$ cat src/rtl/date_span_engine_if.sv
// rtl/date_span_engine_if.sv - request/result bundle between the date-entry front end and date_span_engine.
interface date_span_engine_if #(
  parameter int YEAR_W = 7,
  parameter int DIFF_W = 16
);
  logic              start;
  logic [4:0]        day1;
  logic [3:0]        mon1;
  logic [YEAR_W-1:0] year1;
  logic [4:0]        day2;
  logic [3:0]        mon2;
  logic [YEAR_W-1:0] year2;
  logic              busy;
  logic              done;
  logic [DIFF_W-1:0] day_diff;
  logic [YEAR_W+3:0] mon_diff;
  logic              later;
  logic              err;

  modport master (
    output start, day1, mon1, year1, day2, mon2, year2,
    input  busy, done, day_diff, mon_diff, later, err
  );

  modport slave (
    input  start, day1, mon1, year1, day2, mon2, year2,
    output busy, done, day_diff, mon_diff, later, err
  );
endinterface

$ cat src/rtl/date_span_engine.sv
// rtl/date_span_engine.sv - sequential multi-year calendar distance engine, one year per cycle.
// Leap years are honoured only when LEAP_YEAR_EN is defined; otherwise every year has 365 days.
module date_span_engine #(
  parameter int YEAR_W = 7,
  parameter int DIFF_W = 16
) (
  input logic               clk,
  input logic               rst_n,
  date_span_engine_if.slave bus
);
  localparam int ACC_W = DIFF_W + 1;
  localparam int MON_W = YEAR_W + 4;
`ifdef LEAP_YEAR_EN
  localparam bit LEAP_EN = 1'b1;
`else
  localparam bit LEAP_EN = 1'b0;
`endif

  typedef enum logic [2:0] {IDLE, CHECK, YEARS, FINAL, DONE} state_t;

  // 2000 is leap; 2100 and 2200 are the only century years reachable with YEAR_W<=8
  function automatic logic is_leap(input logic [YEAR_W-1:0] y);
    return LEAP_EN && ((int'(y) % 4) == 0) && (int'(y) != 100) && (int'(y) != 200);
  endfunction

  function automatic logic [4:0] month_len(input logic [3:0] m, input logic leap);
    case (m)
      4'd2:                    return leap ? 5'd29 : 5'd28;
      4'd4, 4'd6, 4'd9, 4'd11: return 5'd30;
      default:                 return 5'd31;
    endcase
  endfunction

  function automatic logic [8:0] days_before(input logic [3:0] m, input logic leap);
    logic [8:0] base;
    case (m)
      4'd2:    base = 9'd31;
      4'd3:    base = 9'd59;
      4'd4:    base = 9'd90;
      4'd5:    base = 9'd120;
      4'd6:    base = 9'd151;
      4'd7:    base = 9'd181;
      4'd8:    base = 9'd212;
      4'd9:    base = 9'd243;
      4'd10:   base = 9'd273;
      4'd11:   base = 9'd304;
      4'd12:   base = 9'd334;
      default: base = 9'd0;
    endcase
    return base + ((leap && (m >= 4'd3)) ? 9'd1 : 9'd0);
  endfunction

  function automatic logic date_ok(input logic [4:0] d, input logic [3:0] m,
                                   input logic [YEAR_W-1:0] y);
    return (m != 4'd0) && (m <= 4'd12) && (d != 5'd0) && (d <= month_len(m, is_leap(y)));
  endfunction

  state_t            state_q, state_d;
  logic [4:0]        d1_q, d1_d, d2_q, d2_d;
  logic [3:0]        m1_q, m1_d, m2_q, m2_d;
  logic [YEAR_W-1:0] y1_q, y1_d, y2_q, y2_d, k_q, k_d;
  logic [ACC_W-1:0]  acc1_q, acc1_d, acc2_q, acc2_d;
  logic [DIFF_W-1:0] day_diff_q, day_diff_d;
  logic [MON_W-1:0]  mon_diff_q, mon_diff_d;
  logic              later_q, later_d, err_q, err_d;

  logic [YEAR_W-1:0] ymax, k_next;
  logic [ACC_W-1:0]  year_len, fin1, fin2;
  logic [MON_W-1:0]  mon1, mon2;

  assign ymax     = (y1_q > y2_q) ? y1_q : y2_q;
  assign k_next   = k_q + YEAR_W'(1);
  assign year_len = is_leap(k_q) ? ACC_W'(366) : ACC_W'(365);
  assign fin1     = acc1_q + ACC_W'(days_before(m1_q, is_leap(y1_q))) + ACC_W'(d1_q) - ACC_W'(1);
  assign fin2     = acc2_q + ACC_W'(days_before(m2_q, is_leap(y2_q))) + ACC_W'(d2_q) - ACC_W'(1);
  assign mon1     = MON_W'(y1_q) * MON_W'(12) + MON_W'(m1_q);
  assign mon2     = MON_W'(y2_q) * MON_W'(12) + MON_W'(m2_q);

  always_comb begin
    state_d    = state_q;
    d1_d       = d1_q;
    d2_d       = d2_q;
    m1_d       = m1_q;
    m2_d       = m2_q;
    y1_d       = y1_q;
    y2_d       = y2_q;
    k_d        = k_q;
    acc1_d     = acc1_q;
    acc2_d     = acc2_q;
    day_diff_d = day_diff_q;
    mon_diff_d = mon_diff_q;
    later_d    = later_q;
    err_d      = err_q;
    case (state_q)
      IDLE: begin
        if (bus.start) begin
          state_d = CHECK;
          d1_d    = bus.day1;
          m1_d    = bus.mon1;
          y1_d    = bus.year1;
          d2_d    = bus.day2;
          m2_d    = bus.mon2;
          y2_d    = bus.year2;
          k_d     = '0;
          acc1_d  = '0;
          acc2_d  = '0;
        end
      end
      CHECK: begin
        if (!date_ok(d1_q, m1_q, y1_q) || !date_ok(d2_q, m2_q, y2_q)) begin
          state_d    = DONE;
          err_d      = 1'b1;
          day_diff_d = '0;
          mon_diff_d = '0;
          later_d    = 1'b0;
        end else if (ymax == '0) begin
          state_d = FINAL;
        end else begin
          state_d = YEARS;
        end
      end
      YEARS: begin
        if (k_q < y1_q) acc1_d = acc1_q + year_len;
        if (k_q < y2_q) acc2_d = acc2_q + year_len;
        k_d = k_next;
        if (k_next == ymax) state_d = FINAL;
      end
      FINAL: begin
        acc1_d     = fin1;
        acc2_d     = fin2;
        day_diff_d = (fin1 > fin2) ? DIFF_W'(fin1 - fin2) : DIFF_W'(fin2 - fin1);
        mon_diff_d = (mon1 > mon2) ? (mon1 - mon2) : (mon2 - mon1);
        later_d    = (fin1 > fin2);
        err_d      = 1'b0;
        state_d    = DONE;
      end
      DONE:    state_d = IDLE;
      default: state_d = IDLE;
    endcase
  end

  always_ff @(posedge clk or negedge rst_n) begin
    if (!rst_n) begin
      state_q    <= IDLE;
      d1_q       <= '0;
      d2_q       <= '0;
      m1_q       <= '0;
      m2_q       <= '0;
      y1_q       <= '0;
      y2_q       <= '0;
      k_q        <= '0;
      acc1_q     <= '0;
      acc2_q     <= '0;
      day_diff_q <= '0;
      mon_diff_q <= '0;
      later_q    <= 1'b0;
      err_q      <= 1'b0;
    end else begin
      state_q    <= state_d;
      d1_q       <= d1_d;
      d2_q       <= d2_d;
      m1_q       <= m1_d;
      m2_q       <= m2_d;
      y1_q       <= y1_d;
      y2_q       <= y2_d;
      k_q        <= k_d;
      acc1_q     <= acc1_d;
      acc2_q     <= acc2_d;
      day_diff_q <= day_diff_d;
      mon_diff_q <= mon_diff_d;
      later_q    <= later_d;
      err_q      <= err_d;
    end
  end

  assign bus.busy     = (state_q != IDLE);
  assign bus.done     = (state_q == DONE);
  assign bus.day_diff = day_diff_q;
  assign bus.mon_diff = mon_diff_q;
  assign bus.later    = later_q;
  assign bus.err      = err_q;
endmodule

$ cat src/flat_wrapper.sv
// flat-port wrapper written by rule: the top's interface ports become plain ports
module date_span_engine_flat 
#(
  parameter int YEAR_W = 7,
  parameter int DIFF_W = 16
)
  (clk, rst_n, bus_start, bus_day1, bus_mon1, bus_year1, bus_day2, bus_mon2, bus_year2, bus_busy, bus_done, bus_day_diff, bus_mon_diff, bus_later, bus_err);
  date_span_engine_if #(.YEAR_W(YEAR_W), .DIFF_W(DIFF_W)) bus_i ();
  input logic clk;
  input logic rst_n;
  input wire logic [$bits(bus_i.start)-1:0] bus_start;
  input wire logic [$bits(bus_i.day1)-1:0] bus_day1;
  input wire logic [$bits(bus_i.mon1)-1:0] bus_mon1;
  input wire logic [$bits(bus_i.year1)-1:0] bus_year1;
  input wire logic [$bits(bus_i.day2)-1:0] bus_day2;
  input wire logic [$bits(bus_i.mon2)-1:0] bus_mon2;
  input wire logic [$bits(bus_i.year2)-1:0] bus_year2;
  output wire logic [$bits(bus_i.busy)-1:0] bus_busy;
  output wire logic [$bits(bus_i.done)-1:0] bus_done;
  output wire logic [$bits(bus_i.day_diff)-1:0] bus_day_diff;
  output wire logic [$bits(bus_i.mon_diff)-1:0] bus_mon_diff;
  output wire logic [$bits(bus_i.later)-1:0] bus_later;
  output wire logic [$bits(bus_i.err)-1:0] bus_err;
  assign bus_i.start = bus_start;
  assign bus_i.day1 = bus_day1;
  assign bus_i.mon1 = bus_mon1;
  assign bus_i.year1 = bus_year1;
  assign bus_i.day2 = bus_day2;
  assign bus_i.mon2 = bus_mon2;
  assign bus_i.year2 = bus_year2;
  assign bus_busy = bus_i.busy;
  assign bus_done = bus_i.done;
  assign bus_day_diff = bus_i.day_diff;
  assign bus_mon_diff = bus_i.mon_diff;
  assign bus_later = bus_i.later;
  assign bus_err = bus_i.err;
  date_span_engine #(.YEAR_W(YEAR_W), .DIFF_W(DIFF_W)) u_core (.clk(clk), .rst_n(rst_n), .bus(bus_i));
endmodule
$ cat config.mk
export PLATFORM = sky130hd
export DESIGN_NAME = date_span_engine_flat
export DESIGN_NICKNAME = d
export VERILOG_FILES = /design/src/rtl/date_span_engine_if.sv /design/src/rtl/date_span_engine.sv /design/src/flat_wrapper.sv
export SDC_FILE = /design/constraint.sdc
export NUM_CORES = 1
export LEC_CHECK = 0
export BUFFER_PORTS_ARGS = -buffer_cell sky130_fd_sc_hd__buf_4
export CORE_ASPECT_RATIO = 0.8
export CORE_MARGIN = 2
export CORE_UTILIZATION = 25
export DETAILED_ROUTE_END_ITERATION = 12
export MAX_ROUTING_LAYER = met4
export PLACE_DENSITY_LB_ADDON = 0.15
export SYNTH_ARGS = -nofsm -noshare
export SYNTH_HDL_FRONTEND = slang
export SYNTH_SLANG_ARGS = --single-unit
$ cat constraint.sdc
create_clock -name clk -period 8.5 [get_ports clk]
set_clock_uncertainty 0.15 [all_clocks]
set_input_delay 1.7 -clock clk [delete_from_list [all_inputs] [get_ports clk]]
set_output_delay 1.7 -clock clk [all_outputs]
set_load 0.01 [all_outputs]
Yosys cells after proc, flatten, opt, wreduce, memory -nomap -nowiden
Memories as Yosys holds them, arrays and structs flattened.
Index checks and enable logic that the tools add are counted.
Widths: inputs -> output; s select.
- ROM bits: 288
- flip-flop bits (word level): 105
- memories kept: 2
- output and inout bits: 31
- memories (memory ; words ; width ; rd ports ; clocked after memory_dff ; write ports ; RTL line ; source):
    (name not given) ; 16 ; 9 ; 1 ; 0 ; 0 ; date_span_engine.sv:36 ; case (m)
    (name not given) ; 16 ; 9 ; 1 ; 0 ; 0 ; date_span_engine.sv:36 ;
- $lt $le $gt $ge: 9
- multiply operators: 2
- add/subtract/negate cells: 15
- reductions and logical operators: 27
- eq/ne operators: 20
- multiplexer cells: 27
- operators with widths (cell ; count):
    $pmux 17 s3 ; 2
    $mux 17 ; 3
    $add 17x5->17 ; 2
    $add 17x9->17 ; 2
    $add 17x9->17 const B ; 2
    $sub 17x1->17 const B ; 2
    $mux 16 ; 2
    $pmux 16 s2 ; 1
    $sub 16x16->16 ; 2
    $add 11x4->11 ; 2
    $mux 11 ; 2
    $pmux 11 s2 ; 1
    $sub 11x11->11 ; 2
    $mul 7x2->9 const B ; 2
    $gt 17x17->1 ; 1
    $eq 4x3->1 const B ; 4
    $eq 4x4->1 const B ; 4
    $lt 7x7->1 ; 2
    $mux 7 ; 2
    $pmux 7 s2 ; 1
    $pmux 3 s4 ; 1
    $gt 11x11->1 ; 1
    $le 5x5->1 ; 2
    $mux 5 ; 2
    26 further kinds ; 53

Longest topological paths before layout
- depth in word-level cells: 10
- depth in mapped cells: 30
- depth with buffers taken out: 29

Least setup slack after synthesis
Ideal clock, no wire load.
- kind: register to register
- from: register u_core.m1_q[1]
- to: register u_core.day_diff_q[4] (netlist: u_core.bus.day_diff[4])
- data arrival time: 6.298 ns
- required time: 8.228 ns
- path slack: 1.930 ns
- stages on the path, launching flop included: 27
- library setup time: 0.122 ns
- path through: dfrtp_1 -> inv_1 -> ha_1 -> nor2_1 -> a21o_1 -> ha_1 -> fa_1 -> inv_1 -> ha_1 -> a21o_1 -> a21o_1 -> a21oi_1 -> o21ai_0 -> a21boi_0 -> o21ai_0 -> a41o_1 -> or3_1 -> ha_1 -> a21o_1 -> a21o_1 -> a21oi_1 -> o311ai_0 -> a21o_2 -> and3_4 -> mux2_1 -> or3_1 -> a32o_1
- word-level cells in the longest chain between the ends: 10
- elaborated cells on any way between the ends: 27
- those cells by class: add/sub: 5; order compare: 3; eq/ne: 6; mux: 4; reduce/logical: 8; memory: 1
- RTL lines (element ; RTL line ; source):
    start: declaration ; date_span_engine.sv:60 ; logic [3:0] m1_q, m1_d, m2_q, m2_d;
    start signal: assignment ; date_span_engine.sv:162 ; m1_q <= m1_d;
    parallel branches: the longest is 10 deep, another holds $add 17x9->17 ; - ;
    end signal: assignment ; date_span_engine.sv:169 ; day_diff_q <= day_diff_d;
    end: declaration ; date_span_engine.sv:63 ; logic [DIFF_W-1:0] day_diff_q, day_diff_d;
Several ways; the timed one is not identified. The select of a mux whose other input is x is not followed.
A chain may end at the register's enable or synchronous reset.

Final worst setup path
Same ends and word-level chain as after synthesis.

==> impl_metrics.ini <==
[run_status]
status = completed

[timing]
max_slew_margin_pct = 23.9
min_period_ns = 7.67
rsz0062_at_grt = false
hold_violations = 0
tightest_slew_ns = 1.14
fin_crit_sh_pct = 90.3
maxSlewViolCount = 0
fmax_mhz = 130
setup_viol = 0
tns_ns = 0

[yosys]
yosys_warnings = 0
muxShareOfSynthArea_pct = 3.23
synthArstFlopShare_pct = 100
yosys.area_share.adder_pct = 24.5
yosys.area_share.simple_pct = 13.5
ys_seq_area_share_pct = 22.5
synth_xor_area_share_pct = 5.92
synth_top_family_by_area = adder cells
avgSynthCellArea_sq_um = 8.32
synth_edf_count = 0
synth-compound-area-share_pct = 23.1
yosys_register_bits = 105
synth_nets = 1654
syn_area_sq_um = 11700
synth.distinct_cells = 77
synth_cells = 1404
synth_top_area_share_pct = 22.5
synthTopCellsByArea = dfrtp_1 23%, ha_1 21%, inv_1 5.7%, o21ai_0 5.2%, a21oi_1 4.3%
synth_flop_cell = dfrtp_1
synth.largest_area_cell = dfrtp_1

[detailed_routing]
remaining_drc_errors = 0
drt-vias-per-instance = 4.82
wire_per_inst_um = 17.3
wirelength_um = 35700
first_pass_iters = 7
first_iter_violations = 625
ant_nets = 0
vias = 9939

[floorplanning]
io_pins = 66
die_h_um = 197
start_util_pct = 25.4
die_w_um = 246
dieArea_sq_um = 48500
rows = 70
coreArea_sq_um = 45900

[finish]
nets = 1696
fillers = 4990
area_growth_pct = 12.5
utilization_pct = 28.6
layout-drive-gt1-share_pct = 8.68
antennaDiodeCount = 0

[min_path]
hold_path_class = flop to flop
holdPathStages = 2
worstHoldStart = u_core.bus.mon_diff[10]
hold_end = u_core.bus.mon_diff[10]

[setup_path]
r2r-end = u_core.bus.day_diff[4]
crit_path_frequent_cell = a21o_1
r2r_setup_slack_ns = 0.83
max_stage_delay_ns = 0.57
r2r_cells = 26
critPathKind = flop to flop
critPathBufInv = 2
critPathCaptureType = flop
required_ns = 8.65
crit_start = u_core.m1_q[1]
slowest_stage = fa_1
cp-start-kind = flop
path_max_fanout = 12
r2r-start = u_core.m1_q[1]
cp_data_arrival_time_ns = 7.82
path_delay_family = compound AO/OA/AOI/OAI gates

[cts]
cts-resized-gates = 0
cts_max_level = 3
clkTransAtPathRegs_ns = 0.09
cts_hold_buf = 0
cts_tree = done
cts-root-buf = clkbuf_16
post-cts-setup-buffers = 0
cts_buffer_depth = 2
clock-sinks = 105
cts_inserted_buffers = 9
clkLatencyLatePin_ns = 0.40

[grt]
grt_pass1_vias = 9500
grt_max_degree = 60
grt-ovfl-total = 0
grt_first_pass_wirelength_um = 56100
grt_use_total_pct = 15.4
antenna_found_initial = 0
grt_use_met1_pct = 23.0
grt-busiest-layer = met1
grtUsageMet3_pct = 2.47
grt_util_met2_pct = 21.5

[run]
maxCapViolations = 0

[placement]
portBuffers = 65
globalplace.congestion = 0.840
dp_hpwl_um = 28000
## metal layers
layer  part of all wire, %  routed length (um)
met5                     0                   0
met4                   1.2                 434
met3                   3.3                1200
met2                    41               14800
met1                    54               19300
## cell type report
| type | count | area (sq um) | share of cell area, % |
|---|---|---|---|
| clock buffer | 10 | 229 | 1.74 |
| clock inverter | 6 | 58.8 | 0.448 |
| inverter | 178 | 668 | 5.08 |
| multi-input combinational | 1077 | 8230 | 62.6 |
| sequential | 105 | 2630 | 20.0 |
| tap | 612 | 766 | 5.83 |
| timing repair buffer | 75 | 563 | 4.28 |
## tightest hold or removal path, stage by stage, from the launching register on
cell,delay [ns]
dfrtp_1,0.35
nand2_1,0.04
o21ai_0,0.06
## metrics by stage
stage | setup WS, ns | std cells | instance area [sq um] | hold slack [ns]
floorplan | 1.93 | 1404 | 11700 | 0.316
global placement | 1.03 | 2047 | 12900 | 0.316
detailed placement | 0.886 | 2047 | 12900 | 0.323
CTS | 0.860 | 2063 | 13100 | 0.341
global route | 0.451 | 2063 | 13100 | 0.369
finish | 0.828 | 2063 | 13100 | 0.332
## synth_stat cells, types with 26 or more instances
cell / n
o21ai_0: 122
nor2_1: 74
clkbuf_1: 38
inv_1: 178
xor2_1: 28
a21oi_1: 101
a21o_1: 49
xnor2_1: 49
ha_1: 197
nand3_1: 28
mux2i_1: 26
nand2_1: 112
dfrtp_1: 105
## worst max-delay path by stage
stage	slack, ns	cells past startpoint	endpoint
finish	0.83	26	u_core.bus.day_diff[4]
global route	0.45	26	u_core.bus.day_diff[4]
CTS	0.86	26	u_core.bus.day_diff[4]
detailed placement	0.89	26	u_core.bus.day_diff[4]
global placement	1.03	26	u_core.bus.day_diff[4]
floorplan	1.93	26	u_core.bus.day_diff[4]
## kinds of logic after synthesis
group | count (synthesis)
flops | 105
compound gates | 421
simple gates | 323
fa+ha+maj | 219
mux | 36
xor+xnor | 78
buf+inv | 222
## cell usage in the layout, fill, tap and decap left out, types with 11 or more instances in the layout
master | Yosys | final
ha_1 | 197 | 197
inv_1 | 178 | 178
o21ai_0 | 122 | 121
nand2_1 | 112 | 111
dfrtp_1 | 105 | 105
a21oi_1 | 101 | 101
buf_4 | 0 | 75
nor2_1 | 74 | 73
a21o_1 | 49 | 49
xnor2_1 | 49 | 49
xor2_1 | 28 | 28
nand3_1 | 28 | 28
mux2i_1 | 26 | 26
nor3_1 | 19 | 19
o21bai_1 | 18 | 18
fa_1 | 18 | 18
a22o_1 | 15 | 15
nor2b_1 | 13 | 13
a31oi_1 | 13 | 13
nand4_1 | 12 | 12
and3_1 | 12 | 12
nand2b_1 | 11 | 11
o22ai_1 | 11 | 11
## registers in the layout, indices dropped and copies added, names as in the netlist
register / count
u_core.m2_q: 4
u_core.k_q: 7
u_core.acc1_q: 17
u_core.y2_q: 7
u_core.state_q: 3
u_core.bus.err: 1
u_core.bus.day_diff: 16
u_core.bus.mon_diff: 11
u_core.m1_q: 4
u_core.d2_q: 5
u_core.y1_q: 7
u_core.acc2_q: 17
u_core.d1_q: 5
u_core.bus.later: 1
Power is left out: the tool's default activity adds up to more than one toggle a clock period on the data nets, which glitch-free logic cannot reach.
